--- config.mk ---
export PLATFORM = sky130hd
export DESIGN_NAME = div_ctrl
export DESIGN_NICKNAME = d
export VERILOG_FILES = /design/src/rtl/div_ctrl_pkg.sv /design/src/rtl/div_ctrl_divider.sv /design/src/rtl/div_ctrl.sv
export SDC_FILE = /design/constraint.sdc
export NUM_CORES = 2
export LEC_CHECK = 0
export BUFFER_PORTS_ARGS = -buffer_cell sky130_fd_sc_hd__buf_2
export CAP_MARGIN = 10
export CORE_MARGIN = 5
export CORE_UTILIZATION = 57
export CTS_BUF_LIST = sky130_fd_sc_hd__clkbuf_4 sky130_fd_sc_hd__clkbuf_8 sky130_fd_sc_hd__clkbuf_16
export DETAILED_ROUTE_END_ITERATION = 8
export HOLD_SLACK_MARGIN = 0.15
export PLACE_DENSITY = 0.79
export RECOVER_POWER = 100
export SLEW_MARGIN = 20
export SYNTH_ARGS = -nofsm -noshare
export SYNTH_HDL_FRONTEND = slang
export SYNTH_SLANG_ARGS = --single-unit
--- constraint.sdc ---
create_clock -name clk -period 4.1 [get_ports clk]
set_input_delay 0 -clock clk [delete_from_list [all_inputs] [get_ports clk]]
set_output_delay 0 -clock clk [all_outputs]
set_load 0.01 [all_outputs]
--- src/rtl/div_ctrl_pkg.sv ---
// Shared types for the divide sequencing controller and its unsigned core.
//   u64/i64/u128 : datapath typedefs used across the mult/div unit
//   div_op_t     : request opcode (DIV, DIVU, REM, REMU)
//   div_state_t  : controller state encoding
package div_ctrl_pkg;

  typedef logic [63:0]        u64;
  typedef logic signed [63:0] i64;
  typedef logic [127:0]       u128;

  typedef enum logic [1:0] {
    OP_DIV  = 2'd0,
    OP_DIVU = 2'd1,
    OP_REM  = 2'd2,
    OP_REMU = 2'd3
  } div_op_t;

  typedef logic [2:0] div_state_t;

  localparam div_state_t ST_IDLE  = 3'd0;
  localparam div_state_t ST_SHORT = 3'd1;
  localparam div_state_t ST_RUN   = 3'd2;
  localparam div_state_t ST_FIX   = 3'd3;
  localparam div_state_t ST_DONE  = 3'd4;

  // Most-negative values after conditioning (W form is already sign-extended).
  localparam u64 MIN_X64 = 64'h8000_0000_0000_0000;
  localparam u64 MIN_W64 = 64'hFFFF_FFFF_8000_0000;

endpackage

--- src/rtl/div_ctrl_divider.sv ---
// Iterative 64-bit unsigned restoring divider, one quotient bit per cycle.
//   clk      : clock
//   reset    : synchronous, active-high; returns the core to idle
//   i_valid  : single-cycle start pulse, sampled only while idle
//   i_a/i_b  : dividend / divisor (divisor is never zero here)
//   o_done   : high for one cycle in the working state once all bits are done
//   o_result : {remainder, quotient}, valid while o_done is high
module divider
  import div_ctrl_pkg::*;
(
  input  logic          clk,
  input  logic          reset,
  input  logic          i_valid,
  input  logic [63:0]   i_a,
  input  logic [63:0]   i_b,
  output logic          o_done,
  output logic [127:0]  o_result
);

  logic        r_busy;
  logic [6:0]  r_cnt;
  u64          r_rem;
  u64          r_quo;
  u64          r_dvs;
  logic [64:0] w_shift;
  logic [64:0] w_diff;

  // Partial remainder is always below the divisor, so the shifted value fits
  // in 65 bits and bit 64 of the difference is a clean borrow flag.
  assign w_shift  = {r_rem, r_quo[63]};
  assign w_diff   = w_shift - {1'b0, r_dvs};
  assign o_done   = r_busy && (r_cnt == 7'd0);
  assign o_result = {r_rem, r_quo};

  always_ff @(posedge clk) begin
    if (reset) begin
      r_busy <= 1'b0;
      r_cnt  <= 7'd0;
      r_rem  <= '0;
      r_quo  <= '0;
      r_dvs  <= '0;
    end else if (!r_busy) begin
      if (i_valid) begin
        r_busy <= 1'b1;
        r_cnt  <= 7'd64;
        r_rem  <= '0;
        r_quo  <= i_a;
        r_dvs  <= i_b;
      end
    end else if (r_cnt == 7'd0) begin
      r_busy <= 1'b0;
    end else begin
      r_cnt <= r_cnt - 7'd1;
      if (!w_diff[64]) begin
        r_rem <= w_diff[63:0];
        r_quo <= {r_quo[62:0], 1'b1};
      end else begin
        r_rem <= w_shift[63:0];
        r_quo <= {r_quo[62:0], 1'b0};
      end
    end
  end

endmodule

--- src/rtl/div_ctrl.sv ---
// RV64M divide sequencer on top of the unsigned iterative core.
//   clk, reset            : clock, synchronous active-high reset
//   req_valid/req_ready   : request handshake (ready only in IDLE)
//   req_op, req_word      : 0=DIV 1=DIVU 2=REM 3=REMU; word = W form
//   req_a, req_b          : dividend, divisor
//   flush                 : abort in-flight work, drop pending response
//   resp_valid/resp_ready : response handshake, resp_data held until taken
//   busy                  : controller not in IDLE
//
// state | meaning
// IDLE  | waiting for a request
// SHORT | divide-by-zero or signed overflow, core bypassed
// RUN   | waiting for the core to finish
// FIX   | sign fixup, op select, W-form extension
// DONE  | response presented until accepted
module div_ctrl
  import div_ctrl_pkg::*;
#(
  parameter int XLEN = 64  // the core is fixed at 64 bits
) (
  input  logic            clk,
  input  logic            reset,
  input  logic            req_valid,
  output logic            req_ready,
  input  logic [1:0]      req_op,
  input  logic            req_word,
  input  logic [XLEN-1:0] req_a,
  input  logic [XLEN-1:0] req_b,
  input  logic            flush,
  output logic            resp_valid,
  input  logic            resp_ready,
  output logic [XLEN-1:0] resp_data,
  output logic            busy
);

  function automatic u64 condition(u64 x, logic word, logic is_signed);
    if (!word)          return x;
    else if (is_signed) return {{32{x[31]}}, x[31:0]};
    else                return {32'h0, x[31:0]};
  endfunction

  // Most-negative maps to itself, which is its correct unsigned magnitude.
  function automatic u64 magnitude(u64 x, logic is_signed);
    return (is_signed && x[63]) ? (~x + 64'd1) : x;
  endfunction

  function automatic u64 finish(u64 q, u64 r, logic is_rem, logic word);
    u64 v;
    v = is_rem ? r : q;
    return word ? {{32{v[31]}}, v[31:0]} : v;
  endfunction

  div_state_t r_state;
  div_op_t    r_op;
  logic       r_word;
  logic       r_sign_a;
  logic       r_sign_b;
  logic       r_div_zero;
  u64         r_a_cond;
  u64         r_q;
  u64         r_r;
  u64         r_resp_data;

  div_op_t    w_op;
  logic       w_signed;
  logic       w_accept;
  u64         w_a_cond;
  u64         w_b_cond;
  u64         w_a_mag;
  u64         w_b_mag;
  logic       w_div_zero;
  logic       w_ovf;
  logic       w_core_valid;
  logic       w_core_rst;
  logic       w_core_done;
  u128        w_core_res;
  logic       w_r_signed;
  logic       w_r_is_rem;
  u64         w_q_fix;
  u64         w_r_fix;
  u64         w_short_q;
  u64         w_short_r;

  assign w_op       = div_op_t'(req_op);
  assign w_signed   = (w_op == OP_DIV) || (w_op == OP_REM);
  assign w_accept   = req_valid && req_ready && !flush;
  assign w_a_cond   = condition(req_a, req_word, w_signed);
  assign w_b_cond   = condition(req_b, req_word, w_signed);
  assign w_a_mag    = magnitude(w_a_cond, w_signed);
  assign w_b_mag    = magnitude(w_b_cond, w_signed);
  assign w_div_zero = (w_b_cond == '0);
  assign w_ovf      = w_signed && (w_b_cond == '1) &&
                      (w_a_cond == (req_word ? MIN_W64 : MIN_X64));

  assign w_core_valid = w_accept && !w_div_zero && !w_ovf;
  assign w_core_rst   = reset || flush;

  divider u_divider (
    .clk      (clk),
    .reset    (w_core_rst),
    .i_valid  (w_core_valid),
    .i_a      (w_a_mag),
    .i_b      (w_b_mag),
    .o_done   (w_core_done),
    .o_result (w_core_res)
  );

  assign w_r_signed = (r_op == OP_DIV) || (r_op == OP_REM);
  assign w_r_is_rem = (r_op == OP_REM) || (r_op == OP_REMU);
  assign w_q_fix    = (w_r_signed && (r_sign_a != r_sign_b)) ? (~r_q + 64'd1) : r_q;
  assign w_r_fix    = (w_r_signed && r_sign_a) ? (~r_r + 64'd1) : r_r;
  // Overflow: quotient is the dividend itself and remainder is zero.
  assign w_short_q  = r_div_zero ? '1 : r_a_cond;
  assign w_short_r  = r_div_zero ? r_a_cond : '0;

  always_ff @(posedge clk) begin
    if (reset) begin
      r_state     <= ST_IDLE;
      r_op        <= OP_DIV;
      r_word      <= 1'b0;
      r_sign_a    <= 1'b0;
      r_sign_b    <= 1'b0;
      r_div_zero  <= 1'b0;
      r_a_cond    <= '0;
      r_q         <= '0;
      r_r         <= '0;
      r_resp_data <= '0;
    end else if (flush) begin
      r_state <= ST_IDLE;
    end else begin
      case (r_state)
        ST_IDLE: begin
          if (w_accept) begin
            r_op       <= w_op;
            r_word     <= req_word;
            r_sign_a   <= w_signed && w_a_cond[63];
            r_sign_b   <= w_signed && w_b_cond[63];
            r_div_zero <= w_div_zero;
            r_a_cond   <= w_a_cond;
            r_state    <= (w_div_zero || w_ovf) ? ST_SHORT : ST_RUN;
          end
        end
        ST_SHORT: begin
          r_resp_data <= finish(w_short_q, w_short_r, w_r_is_rem, r_word);
          r_state     <= ST_DONE;
        end
        ST_RUN: begin
          if (w_core_done) begin
            r_q     <= w_core_res[63:0];
            r_r     <= w_core_res[127:64];
            r_state <= ST_FIX;
          end
        end
        ST_FIX: begin
          r_resp_data <= finish(w_q_fix, w_r_fix, w_r_is_rem, r_word);
          r_state     <= ST_DONE;
        end
        ST_DONE: begin
          if (resp_ready) r_state <= ST_IDLE;
        end
        default: r_state <= ST_IDLE;
      endcase
    end
  end

  assign req_ready  = (r_state == ST_IDLE);
  assign busy       = (r_state != ST_IDLE);
  assign resp_valid = (r_state == ST_DONE);
  assign resp_data  = r_resp_data;

endmodule

==> metrics.md <==
| Metric | Value |
|---|---|
| Status | finished with violations |
| Failing checks | capacitance limit, slew limit |
| Max clock buf depth | 3 |
| Nets | 4546 |
| Clock Latency Late Sink | 0.60 ns |
| First-pass GRT wire length | 157000 µm |
| Fin worst setup slack | 0.0711 ns |
| R2r setup slk | 0.19 ns |
| P_sw | 3.09 mW |
| Worst-path clk slew | 0.06 ns |
| Avg Vias per Cell | 6.21 |
| Top cells by count, synth | nand2_1, a21oi_1, nor2_1 |
| Clock power share | 0.420 |
| Vias in the first global route | 29200 |
| Sequential share of the synthesized area | 0.318 |
| Warnings, synthesis | 0 |
| Overflow after GRT | 0 |
| CP peak stage delay | 0.58 ns |
| Worst Hold Slack | 0.218 ns |
| Die span in x | 237 µm |
| Post-Route Setup TNS | 0 ns |
| Post-DP HPWL | 70500 µm |
| I/O Buffers | 202 |
| Initial Util | 0.573 |
| CP max-delay cell | dlygate4sd3_1 |
| Seq pwr share | 0.417 |
| Share of post-route cells with drive strength above 1 | 0.0793 |
| Cells after DPL | 4788 |
| Cell variety after synth | 81 |
| Vias post-DR | 31400 |
| DRC viols | 0 |
| Mean cell area of the mapped netlist | 7.12 µm² |
| Worst slew margin | -0.705 |
| M1 GR Usage | 0.460 |
| Max cap viols | 3 |
| CP required | 4.56 ns |
| Leading area contributor after synthesis | dfxtp_1 |
| Combinational share of power | 0.164 |
| Setup Buffers After CTS | 0 |
| Fillers | 4463 |
| GRT met2 Usage | 0.546 |
| Row cnt | 83 |
| Most frequent CP cell | dlygate4sd3_1 |
| Largest net degree at the start of global routing | 218 |
| Setup Viol. Count Final | 0 |
| Slew Limit Fails | 124 |
| Post-synth top area share | 0.318 |
| H-tree depth | 2 |
| Worst vdd ir | 363 µV |
| Sw frac | 0.277 |
| Sinks on Clock Net | 465 |
| DRT Pass-1 Iters | 7 |
| Total CTS buffers | 49 |
| Grt met3 use | 0.0532 |
| Final worst path period share | 0.983 |
| Seq cells post-synth | 465 |
| Final hold vios | 0 |
| Aggregate global-route resource usage | 0.340 |
| CP Data Arrival Time | 4.48 ns |
| Initial antenna violation count | 2 |
| Minimum clock period | 4.03 ns |
| CTS tree | built |
| Most common cell in the netlist | nand2_1 |
| Post-Synthesis Cells | 4111 |
| Critical Path Start Type | primary input |
| Routed Wire Length | 101000 µm |
| CP endpoint kind | register |
| Max frequency | 248 MHz |
| Hold WC Path Type | primary input to register |
| Place WS | 0.277 ns |
| Full die area | 0.0560 mm² |
| Grt peak-use layer | met2 |
| Main synth FF type | dfxtp_1 |
| WS Path Type | primary input to register |
| DR iter-0 viols | 3398 |
| Fin cells | 5055 |
| Post-synth EDFFs | 0 |
| Max Fanout on Critical Path | 49 |
| Gpl congestion | 0.962 |
| Die H | 237 µm |
| Area contributors post-synth | dfxtp_1, a21oi_1, nand2_1 |
| Leakage | 13.0 nW |
| Area delta synth->final | 17.3% |
| Clock skew | 0.0149 ns |
| Mapped Nets | 4318 |
| Detailed-route wire length per cell | 20.0 µm |
| Final ANT Viol Nets | 0 |
| Root Buffer Master | clkbuf_16 |
| Power Density | 325 mW/mm² |
| Worst-Margin Slew | 2.56 ns |
| Critical Path, Cell by Cell | dlygate4sd3_1, buf_2, buf_12, nor4_2, nand3_1, nor3_4, nand3_1, dlygate4sd3_1, a21oi_1, nor2_1, nand3_2, buf_12, nor3_1, dlygate4sd3_1, a21oi_1, nor2_1 |
| Post-Syn Area | 0.0293 mm² |
| Core area | 0.0511 mm² |
| Cell Int Power | 8.07 mW |
| IO Pins | 203 |
| Share of synthesized registers carrying an async set or reset | 0 |
-- final cells by class --
class	count	area, µm²	share of cell area
Multi-Input combinational cell	3235	18500	0.539
Antenna cell	1	2.50	0.0000729
Tap cell	680	851	0.0248
Timing Repair Buffer	465	3500	0.102
Clock inverter	19	214	0.00624
Clock buffer	67	1470	0.0428
Sequential cell	465	9320	0.272
Inverter	123	462	0.0135
-- layout by cell type (no fill, tap or decap), drive strengths merged, types with 45 or more instances in the layout --
cell           n
o31ai         45
clkbuf       140
dlygate4sd3  180
inv          123
nor3         127
xnor2        143
buf          212
o21ai        287
a21oi        544
xor2         145
nand2        649
a211oi       125
ha            70
nor2         497
dfxtp        465
-- cells by family after synthesis --
kind of cell,Yosys count,synth area share
multiplexers,23,0.00787
AO/OA/AOI/OAI,1272,0.261
adder cells (fa/ha/maj),105,0.0423
flip-flops,465,0.318
AND/OR/NAND/NOR,1547,0.231
buffers and inverters,411,0.0535
XOR/XNOR,288,0.0862
-- per-layer routing --
metal	part of all wire	vias up
li1	-	14900
met1	0.42	14700
met2	0.45	1563
met3	0.085	296
met4	0.044	0
met5	0	-
-- state kept, by name, summed over array words and instances (netlist names), 3 cells and up --
signal	flops
r_state	3
resp_data	64
u_divider.r_cnt	7
u_divider.r_quo	64
u_divider.r_rem	64
u_divider.r_dvs	64
r_a_cond	64
r_r	64
r_q	64
-- critical path: cells and delay by family --
kind | cells | cell delay, ns
and+or+nand+nor | 8 | 1.57
AOI/OAI and AO/OA | 2 | 0.48
buffers and inverters | 6 | 2.40
-- stage by stage --
stage	total power, mW	utilization	cell area, µm²
after floorplan	5.81	-	29300
after global placement	6.33	0.605	30900
after detailed placement	6.35	0.605	30900
after CTS	11.1	0.673	34400
after global routing	11.5	0.672	34300
final	11.2	0.672	34300
-- path summary, 6_finish.rpt --
kind                                     startpoint                  end  cells after the start
worst max-delay path                       req_word  u_divider.r_dvs[63]                     16
worst min-delay path                      req_a[48]  u_divider.r_quo[48]                      6
worst max register to register  u_divider.r_rem[14]  u_divider.r_rem[63]                     13
worst min register to register  u_divider.r_dvs[61]  u_divider.r_dvs[61]                      2
-- power by group through the flow --
stage | Clock [mW] | Sequential (mW) | Combinational [mW]
CTS | 4.71 | 4.65 | 1.77
detailed placement | 0 | 4.75 | 1.60
finish | 4.69 | 4.65 | 1.83
global route | 4.92 | 4.65 | 1.98
floorplan | 0 | 4.72 | 1.09
global placement | 0 | 4.75 | 1.59
-- timing repair --
item	in CTS	in global routing
hold buffers	180	0
hold endpoints to repair	224	0
setup endpoints to repair	0	130
resized for setup	0	6
Power figures use the tool's default switching activity.
